## src/rtl/auth_msg_serializer_pkg.sv

```systemverilog
// Shared auth definitions: message width, byte-count constant and serializer state encodings.
`ifndef MSG_LEN
`define MSG_LEN 64
`endif

package auth_msg_serializer_pkg;

    localparam int AUTH_MSG_LEN = `MSG_LEN;

    function automatic logic [15:0] msg_bytes(input int len_bits);
        return 16'(len_bits / 8);
    endfunction

    localparam logic [15:0] AUTH_MSG_BYTES = msg_bytes(AUTH_MSG_LEN);

    typedef enum logic [1:0] {
        ST_IDLE = 2'd0,
        ST_SEND = 2'd1,
        ST_DONE = 2'd2,
        ST_HOLD = 2'd3
    } auth_state_e;

endpackage

```

## src/rtl/auth_msg_serializer_tx_stall_timer.sv

```systemverilog
// Counts consecutive stalled cycles.
// The counter saturates at TIMEOUT_CYCLES, so it cannot wrap before the abort.
module tx_stall_timer #(
    parameter int TIMEOUT_CYCLES = 1024,
    localparam int CNT_W = $clog2(TIMEOUT_CYCLES + 1)
) (
    input  logic clk,
    input  logic reset,
    input  logic enable_i,
    input  logic clear_i,
    output logic expired_o
);

    localparam logic [CNT_W-1:0] LIMIT = CNT_W'(TIMEOUT_CYCLES - 1);
    localparam logic [CNT_W-1:0] TOP   = CNT_W'(TIMEOUT_CYCLES);

    logic [CNT_W-1:0] count_q, count_d;

    // Expiry flags the stall edge that would bring the count to TIMEOUT_CYCLES.
    assign expired_o = enable_i && (count_q >= LIMIT);

    always_comb begin
        count_d = count_q;
        if (clear_i) begin
            count_d = '0;
        end else if (enable_i && (count_q < TOP)) begin
            count_d = count_q + 1'b1;
        end
    end

    always_ff @(posedge clk) begin
        if (reset) begin
            count_q <= '0;
        end else begin
            count_q <= count_d;
        end
    end

endmodule

```

## src/rtl/auth_msg_serializer.sv

```systemverilog
// Serializes a parallel authentication message MSB byte first over a valid/ready byte link.
// The driver is acknowledged on completion or on a stall abort.
module auth_msg_serializer
    import auth_msg_serializer_pkg::*;
#(
    parameter int MSG_LEN        = AUTH_MSG_LEN,
    parameter int TIMEOUT_CYCLES = 1024
) (
    input  logic               clk,
    input  logic               reset,
    input  logic [MSG_LEN-1:0] auth_msg_in,
    input  logic               auth_msg_ready,
    input  logic [15:0]        msg_len_bytes,
    output logic [7:0]         tx_byte,
    output logic               tx_valid,
    input  logic               tx_ready,
    output logic               tx_last,
    output logic               Ack_out,
    output logic               tx_error,
    output logic               busy
);

    localparam logic [15:0] MSG_BYTES =
        (MSG_LEN == AUTH_MSG_LEN) ? AUTH_MSG_BYTES : msg_bytes(MSG_LEN);

    auth_state_e        state_q;
    logic [MSG_LEN-1:0] shreg_q;
    logic [15:0]        cnt_q;
    logic               err_q;
    logic               tx_valid_q, tx_last_q, ack_q, tx_error_q, busy_q;

    logic [15:0] load_cnt;
    logic        stall_en, stall_clr, stall_expired;

    assign load_cnt  = (msg_len_bytes > MSG_BYTES) ? MSG_BYTES : msg_len_bytes;
    assign stall_en  = (state_q == ST_SEND) && tx_valid_q && !tx_ready;
    assign stall_clr = (state_q != ST_SEND) || (tx_valid_q && tx_ready);

    tx_stall_timer #(
        .TIMEOUT_CYCLES(TIMEOUT_CYCLES)
    ) u_stall_timer (
        .clk      (clk),
        .reset    (reset),
        .enable_i (stall_en),
        .clear_i  (stall_clr),
        .expired_o(stall_expired)
    );

    always_ff @(posedge clk) begin
        if (reset) begin
            state_q    <= ST_IDLE;
            shreg_q    <= '0;
            cnt_q      <= '0;
            err_q      <= 1'b0;
            tx_valid_q <= 1'b0;
            tx_last_q  <= 1'b0;
            ack_q      <= 1'b0;
            tx_error_q <= 1'b0;
            busy_q     <= 1'b0;
        end else begin
            ack_q      <= 1'b0;
            tx_error_q <= 1'b0;
            case (state_q)
                ST_IDLE: begin
                    if (auth_msg_ready) begin
                        shreg_q <= auth_msg_in;
                        cnt_q   <= load_cnt;
                        err_q   <= 1'b0;
                        busy_q  <= 1'b1;
                        if (load_cnt == 16'd0) begin
                            state_q <= ST_DONE;
                            ack_q   <= 1'b1;
                        end else begin
                            state_q    <= ST_SEND;
                            tx_valid_q <= 1'b1;
                            tx_last_q  <= (load_cnt == 16'd1);
                        end
                    end
                end
                ST_SEND: begin
                    if (tx_ready) begin
                        shreg_q <= shreg_q << 8;
                        cnt_q   <= cnt_q - 16'd1;
                        if (cnt_q == 16'd1) begin
                            tx_valid_q <= 1'b0;
                            tx_last_q  <= 1'b0;
                            ack_q      <= 1'b1;
                            state_q    <= ST_DONE;
                        end else begin
                            tx_last_q <= (cnt_q == 16'd2);
                        end
                    end else if (stall_expired) begin
                        tx_valid_q <= 1'b0;
                        tx_last_q  <= 1'b0;
                        cnt_q      <= '0;
                        err_q      <= 1'b1;
                        ack_q      <= 1'b1;
                        tx_error_q <= 1'b1;
                        state_q    <= ST_DONE;
                    end
                end
                // Ack/tx_error are raised on entry so they are high for exactly the DONE cycle.
                ST_DONE: begin
                    state_q <= ST_HOLD;
                end
                ST_HOLD: begin
                    if (!auth_msg_ready) begin
                        state_q <= ST_IDLE;
                        busy_q  <= 1'b0;
                    end
                end
                default: begin
                    state_q <= ST_IDLE;
                end
            endcase
        end
    end

    assign tx_byte  = shreg_q[MSG_LEN-1 -: 8];
    assign tx_valid = tx_valid_q;
    assign tx_last  = tx_last_q;
    assign Ack_out  = ack_q;
    assign tx_error = tx_error_q;
    assign busy     = busy_q;

endmodule

```

## config.mk

```make
export PLATFORM = sky130hd
export DESIGN_NAME = auth_msg_serializer
export DESIGN_NICKNAME = d
export VERILOG_FILES = /design/src/rtl/auth_msg_serializer_pkg.sv /design/src/rtl/auth_msg_serializer_tx_stall_timer.sv /design/src/rtl/auth_msg_serializer.sv
export SDC_FILE = /design/constraint.sdc
export NUM_CORES = 1
export LEC_CHECK = 0
export ABC_AREA = 1
export BUFFER_PORTS_ARGS = -buffer_cell sky130_fd_sc_hd__buf_2
export CELL_PAD_IN_SITES_DETAIL_PLACEMENT = 1
export CELL_PAD_IN_SITES_GLOBAL_PLACEMENT = 1
export CORE_UTILIZATION = 35
export DETAILED_ROUTE_END_ITERATION = 6
export GPL_ROUTABILITY_DRIVEN = 1
export HOLD_SLACK_MARGIN = 0.1
export PLACE_DENSITY_LB_ADDON = 0.1
export RECOVER_POWER = 100
export SLEW_MARGIN = 20
export SYNTH_ARGS = -nofsm -noshare
export SYNTH_HDL_FRONTEND = slang
export SYNTH_SLANG_ARGS = --single-unit
export TNS_END_PERCENT = 30
```

## constraint.sdc

```tcl
create_clock -name clk -period 1.8 [get_ports clk]
set_clock_uncertainty 0.1 [all_clocks]
set_input_delay 0.09 -clock clk [delete_from_list [all_inputs] [get_ports clk]]
set_output_delay 0.09 -clock clk [all_outputs]
set_load 0.005 [all_outputs]
```

* Word-level counts from Yosys, hierarchy flattened *
Cells that the tools add are included.

storage, ports and cells
  output and inout port bits = 13
  logic and storage cells = 82
  register bits after elaboration = 98
  input bits = 84

operators by class
  reductions and logical operators = 19
  mux-type cells = 35
  bitwise gates (word level) = 1
  equal/unequal tests = 13
  add/subtract/negate cells = 2
  $lt $le $gt $ge = 3

operator list
  cell                     count
  $mux W64                 2
  $pmux W64 S2             1
  $mux W16                 4
  $eq A16 B1 Y1 const B    2
  $pmux W16 S2             1
  $eq A16 B2 Y1 const B    1
  $gt A16 B4 Y1 const B    1
  $logic_not A16 Y1        1
  $mux W1                  16
  $sub A16 B1 Y16 const B  1
  $mux W2                  6
  $add A11 B1 Y11 const B  1
  $ge A11 B10 Y1 const B   1
  $lt A11 B11 Y1 const B   1
  $reduce_and A3 Y1        3
  $ne A2 B2 Y1 const B     4
  $pmux W1 S2              4
  $pmux W2 S4              1
  $reduce_and A4 Y1        2
  $logic_and A1 B1 Y1      5
  $reduce_and A5 Y1        1
  $eq A2 B2 Y1 const B     2
  $reduce_bool A2 Y1       2
  $ne A3 B2 Y1 const B     1
  9 further kinds          9

* Logic depth before layout (Yosys ltp) *
  depth in word-level cells = 7
  mapped depth = 12
  gate-level depth less buffers = 11

* Cells and area by module *
From an unflattened synthesis, not the netlist that was laid out.

unflattened totals
  cell total of the unflattened synthesis = 693
  area, all modules = 4839.6 um^2

modules (own cells, without submodules)
  module               area each (um^2)  times used  seq. area each (um^2)  cells an instance
  auth_msg_serializer  4214.0            1           1741.7                 596
  tx_stall_timer       625.6             1           220.2                  97

* Worst setup path after synthesis *
Ideal clock, no wire load.

  path kind = register to register
  from = register state_q[1]
  to = register u_stall_timer.count_q[7]
  data arrival time = 1493 ps
  setup time = 119 ps
  path buffers = 1
  period minus slack after synthesis = 1712 ps
  required time = 1581 ps
  cell stages (with the launch flop) = 13
  setup slack = 88 ps
  cells stage by stage = dfxtp_1 inv_1 ha_1 buf_4 inv_4 nor3_4 nand2_2 clkinv_2 nand3_4 nor2_1 nand2_1 o21ai_0 a21oi_1

between the ends
  word-level cells in the longest chain between the ends = 4
  elaborated cells on any way between the ends = 7
  classes of those cells = 2 x eq/ne; 5 x reduce/logical

ends and longest elaborated chain
  item                              RTL line                                  text
  from (decl)                       auth_msg_serializer.sv:26                 auth_state_e state_q;
  from (signal assigned)            auth_msg_serializer.sv:51                 state_q <= ST_IDLE;
  from (signal assigned)            auth_msg_serializer.sv:71                 state_q <= ST_DONE;
  from (signal assigned)            auth_msg_serializer.sv:74                 state_q <= ST_SEND;
  $eq A2 B1 Y1                      auth_msg_serializer.sv:36                 assign stall_en = (state_q == ST_SEND) && tx_valid_q && !tx_ready;
  $logic_and A1 B1 Y1 (2 in a row)  auth_msg_serializer.sv:36
  $logic_and A1 B1 Y1               auth_msg_serializer_tx_stall_timer.sv:26  end else if (enable_i && (count_q < TOP)) begin
  to (signal assigned)              auth_msg_serializer_tx_stall_timer.sv:35  count_q <= count_d;
  to (decl)                         auth_msg_serializer_tx_stall_timer.sv:17  logic [CNT_W-1:0] count_q, count_d;

Several ways; a longest one is shown, not always the timed one.
A chain may end at the register's enable or synchronous reset.

* Worst setup path in the final report *
  from = register state_q[1]
  to = register tx_last_q (netlist: tx_last)

between the ends
  word-level cells in the longest chain between the ends = 6
  elaborated cells on any way between the ends = 11
  classes of those cells = 4 x eq/ne; 1 x mux; 6 x reduce/logical

ends and longest elaborated chain
  item                              RTL line                                              text
  $eq A2 B1 Y1                      auth_msg_serializer.sv:36, auth_msg_serializer.sv:63
  $logic_and A1 B1 Y1 (2 in a row)  auth_msg_serializer.sv:36
  $logic_and A1 B1 Y1               auth_msg_serializer_tx_stall_timer.sv:20              assign expired_o = enable_i && (count_q >= LIMIT);
  $ne A3 B3 Y1 (no line)            n/a
  $reduce_and A4 Y1 (no line)       n/a
  to (signal assigned)              auth_msg_serializer.sv:76                             tx_last_q <= (load_cnt == 16'd1);
  to (signal assigned)              auth_msg_serializer.sv:90                             tx_last_q <= (cnt_q == 16'd2);
  to (decl)                         auth_msg_serializer.sv:30                             logic tx_valid_q, tx_last_q, ack_q, tx_error_q, busy_q;

Several ways; a longest one is shown, not always the timed one.

==> reports/qor.log <==
qor: logic_synthesis.synth_ff_type sky130_fd_sc_hd__dfxtp_1
qor: cts.cts.htree.levels 3
qor: logic_synthesis.netlist_top_cells_count sky130_fd_sc_hd__nand2_1, sky130_fd_sc_hd__dfxtp_1, sky130_fd_sc_hd__o21ai_0, sky130_fd_sc_hd__nor2_1, sky130_fd_sc_hd__a31oi_1
qor: sta.grt_setup_unrepaired yes
qor: setup_path.timing.critical_path.slowest_stage_cell sky130_fd_sc_hd__dfxtp_2
qor: min_path.hold-path-cell-count 4
qor: cts.cts_tree yes
qor: global_route.grt_first_pass_wirelength 25,400 um
qor: final_layout.final_area 7040 sq um
qor: cts.cts_made_buffers 9
qor: routing.route.antenna.remaining_nets 0
qor: setup_path.setup.worst_path.start state_q[1]
qor: logic_synthesis.synthesis.instances 686
qor: run.max-cap-violations 0
qor: setup_path.worst_setup_path_end_kind flop
qor: final_layout.final_cell_count_no_fill 1,051
qor: routing.routed_wl 16,300 um
qor: cts.cts.path.max_buffers 2
qor: sta.finalCritPeriodShare 101%
qor: routing.via_count 5,291
qor: global_route.grt_antenna_before_repair 0
qor: pwr.fin_total_pwr 11.2 mW
qor: routing.post_drt_via_cell_ratio 5.03
qor: placement.gp_congestion 0.831
qor: sta.fin_crit 1.81 ns
qor: placement.place_hpwl 9780 um
qor: min_path.min_to u_stall_timer.count_q[10]
qor: logic_synthesis.synthDominantAreaCellType sky130_fd_sc_hd__dfxtp_1
qor: pwr.power.density 1600 nW/um^2
qor: sta.report.final.setup_viol 1
qor: sta.final_max_slew_viol_count 0
qor: routing.dr.pass1.iters 4
qor: placement.placedCellCount 947
qor: sta.setup_total_negative_slack -0.0127 ns
qor: run_status.status finished with violations
qor: logic_synthesis.synth_edf_count 0
qor: sta.max_slew.worst_pin.slew 0.508 ns
qor: sta.max-slew-margin-rel 65.8%
qor: setup_path.setup.worst_path.class flop to flop
qor: setup_path.worstReg2RegStart state_q[1]
qor: sta.timing_hold_violations_final 0
qor: setup_path.reg2reg_setup_slack -0.01 ns
qor: final_layout.design.final.nets 963
qor: global_route.first_global_vias 5,445
qor: setup_path.worst_path_dominant_cell_family simple AND/OR/NAND/NOR gates
qor: final_layout.area.growth.synth_to_final 47.3%
qor: sta.final_critical_path_setup_slack -0.0127 ns
qor: cts.clk_pin_slew 0.07 ns
qor: floorplan.die_height 119 um
qor: floorplan.design.die.area 14,100 sq um
qor: global_route.overflow 0
qor: floorplan.initial_core_util 35.9%
qor: logic_synthesis.syn-mean-instance-area 6.97 sq um
qor: setup_path.critical_path.n_buffers_inverters 4
qor: final_layout.layout-drive-gt1-share 24.3%
qor: pwr.standby_leakage_power 2.97 nW
qor: setup_path.crit_fanout 7
qor: min_path.min_path_type input port to flop
qor: global_route.grtUsageTotal 22.3%
qor: floorplan.placeableCoreArea 13,300 sq um
qor: floorplan.io-pin-count 97
qor: setup_path.timing.critical_path.arrival 2.00 ns
qor: routing.drt_first_iter_violations 312
qor: pwr.max-vdd-ir-drop 0.000634 V
qor: logic_synthesis.synthMostInstantiatedCell sky130_fd_sc_hd__nand2_1
qor: setup_path.timing.critical_path.slowest_cell_delay 0.34 ns
qor: global_route.grt_start_max_net_pins 57
qor: setup_path.regToRegEndpoint tx_last
qor: setup_path.worst-endpoint-required 1.99 ns
qor: logic_synthesis.ys_async_sr_fraction 0%
qor: floorplan.die_width 119 um
qor: placement.port-buffer-count 96
qor: logic_synthesis.number_of_storage_elements_in_the_synthesis_netlist 98
qor: logic_synthesis.yosysWarningCount 0
qor: logic_synthesis.synth_top_cell_area_share 41.1%
qor: sta.fmax 552 MHz
qor: setup_path.critical_path_cell_by_cell inv_4 > ha_4 > inv_6 > nor3_4 > buf_4 > nand2_2 > nand2_4 > buf_6 > nand3_4 > nand2_2 > nand2_1 > nor2_1
qor: cts.insertion_delay 0.35 ns
qor: setup_path.critPathLaunchType flop
qor: logic_synthesis.syn_nets 778
qor: setup_path.reg2reg_depth 12
qor: routing.detail_route.drc_violations 0
qor: setup_path.cp_dominant_cell_by_count sky130_fd_sc_hd__nand2_2
qor: placement.instance_area_after_placement 5590 sq um
qor: logic_synthesis.synthTopCellsByArea sky130_fd_sc_hd__dfxtp_1, sky130_fd_sc_hd__nand2_1, sky130_fd_sc_hd__o21ai_0, sky130_fd_sc_hd__a31oi_1, sky130_fd_sc_hd__nor2_1
qor: cts.root_buffer sky130_fd_sc_hd__clkbuf_16
qor: setup_path.worst-path-stages 12
qor: logic_synthesis.mappedNetlistArea 4780 sq um
qor: run_status.violations negative setup slack
qor: logic_synthesis.yosysUniqueCellTypes 35
qor: logic_synthesis.synth.yosys.seq_area_share 41.1%
qor: min_path.min-delay-start tx_ready
qor: floorplan.num_rows 42
qor: cts.cts.sink_count 98
qor: final_layout.filler_cell_count 1,635
qor: routing.drt-wirelength-per-cell 15.5 um
qor: final_layout.antenna_cells_inserted 0
[worst min-delay path, stage by stage]
cell	delay, ns
sky130_fd_sc_hd__buf_2	0.19
sky130_fd_sc_hd__a21oi_2	0.09
sky130_fd_sc_hd__inv_1	0.14
sky130_fd_sc_hd__a21oi_1	0.06
[what timing repair did]
| item | CTS | global route |
|---|---|---|
| gates resized for setup | 6 | 69 |
| pin swaps | 0 | 19 |
| gates cloned | 2 | 6 |
| endpoints found under the hold margin | 72 | 0 |
| hold buffers | 70 | 0 |
| buffers inserted | 1 | 10 |
| setup endpoints to repair | 49 | 88 |
[placed cells by master, fill, tap and decap left out, drive strengths merged]
cell,n
o21ai,75
buf,133
a21oi,42
o21a,1
ha,8
bufbuf,1
xnor2,1
a31o,1
xor2,2
clkinvlp,1
nor3b,2
o31ai,2
nand2,201
clkbuf,27
a31oi,57
bufinv,1
nand3b,1
or2,1
nand3,24
a211oi,1
clkinv,2
dlygate4sd3,70
nand4,9
inv,40
dfxtp,98
nor2,67
nor3,7
[where the power goes]
part           internal [mW]  switching (mW)  total, mW
Sequential              2.98           0.480       3.46
Clock                   1.08           0.849       1.93
Combinational           2.59            3.27       5.86
[how the worst max path moves through the flow]
stage               slack (ns)                       end
global placement          0.03                shreg_q[5]
floorplan                 0.09  u_stall_timer.count_q[7]
global route             -0.14                   tx_last
finish                   -0.01                   tx_last
detailed placement       -0.05                shreg_q[5]
CTS                      -0.05               shreg_q[12]
[state kept, by name, summed over array words and instances (netlist names)]
signal                 cells
shreg_q                   64
cnt_q                     16
u_stall_timer.count_q     11
state_q                    2
Ack_out                    1
busy                       1
tx_error                   1
tx_last                    1
tx_valid                   1
[per-layer routing]
layer	up-vias	global-route usage, %	wire length (um)
met5	-	0	0
met4	0	8.39	329
met3	27	3.11	403
met2	91	40.2	8380
met1	2507	26.8	7230
li1	2666	-	-
[per-stage QoR]
| step | setup slack (ns) | hold slack (ns) | utilization (%) |
|---|---|---|---|
| 3_3_place_gp | 0.0303 | 0.249 | 42.0 |
| 2_1_floorplan | 0.0881 | 0.139 | - |
| 3_5_place_dp | -0.0529 | 0.259 | 42.0 |
| 4_1_cts | -0.0523 | 0.158 | 50.1 |
| 5_1_grt | -0.135 | 0.211 | 52.9 |
| 6_report | -0.0127 | 0.169 | 52.9 |
[area by class of cell]
| cell class | count | area [sq um] | share of cell area, % |
|---|---|---|---|
| clock buffers | 11 | 233 | 3.31 |
| clock inverters | 4 | 52.6 | 0.747 |
| inverters | 40 | 164 | 2.33 |
| multi-input cells | 502 | 2600 | 36.9 |
| flip-flops and latches | 98 | 1970 | 28.0 |
| well taps | 176 | 220 | 3.13 |
| repair buffers | 220 | 1800 | 25.6 |
[cells by family (layout without fill, tap and decap cells)]
family / after synthesis / in the layout / synth area share [%]
AOI/OAI and AO/OA: 179 / 179 / 20.7
xor gates and xnor gates: 3 / 3 / 0.550
adders and majority gates: 8 / 8 / 2.09
buffers and inverters: 86 / 275 / 8.46
DFF: 98 / 98 / 41.1
and+or+nand+nor: 312 / 312 / 27.2
No activity file was read; power rests on OpenSTA's default activity.
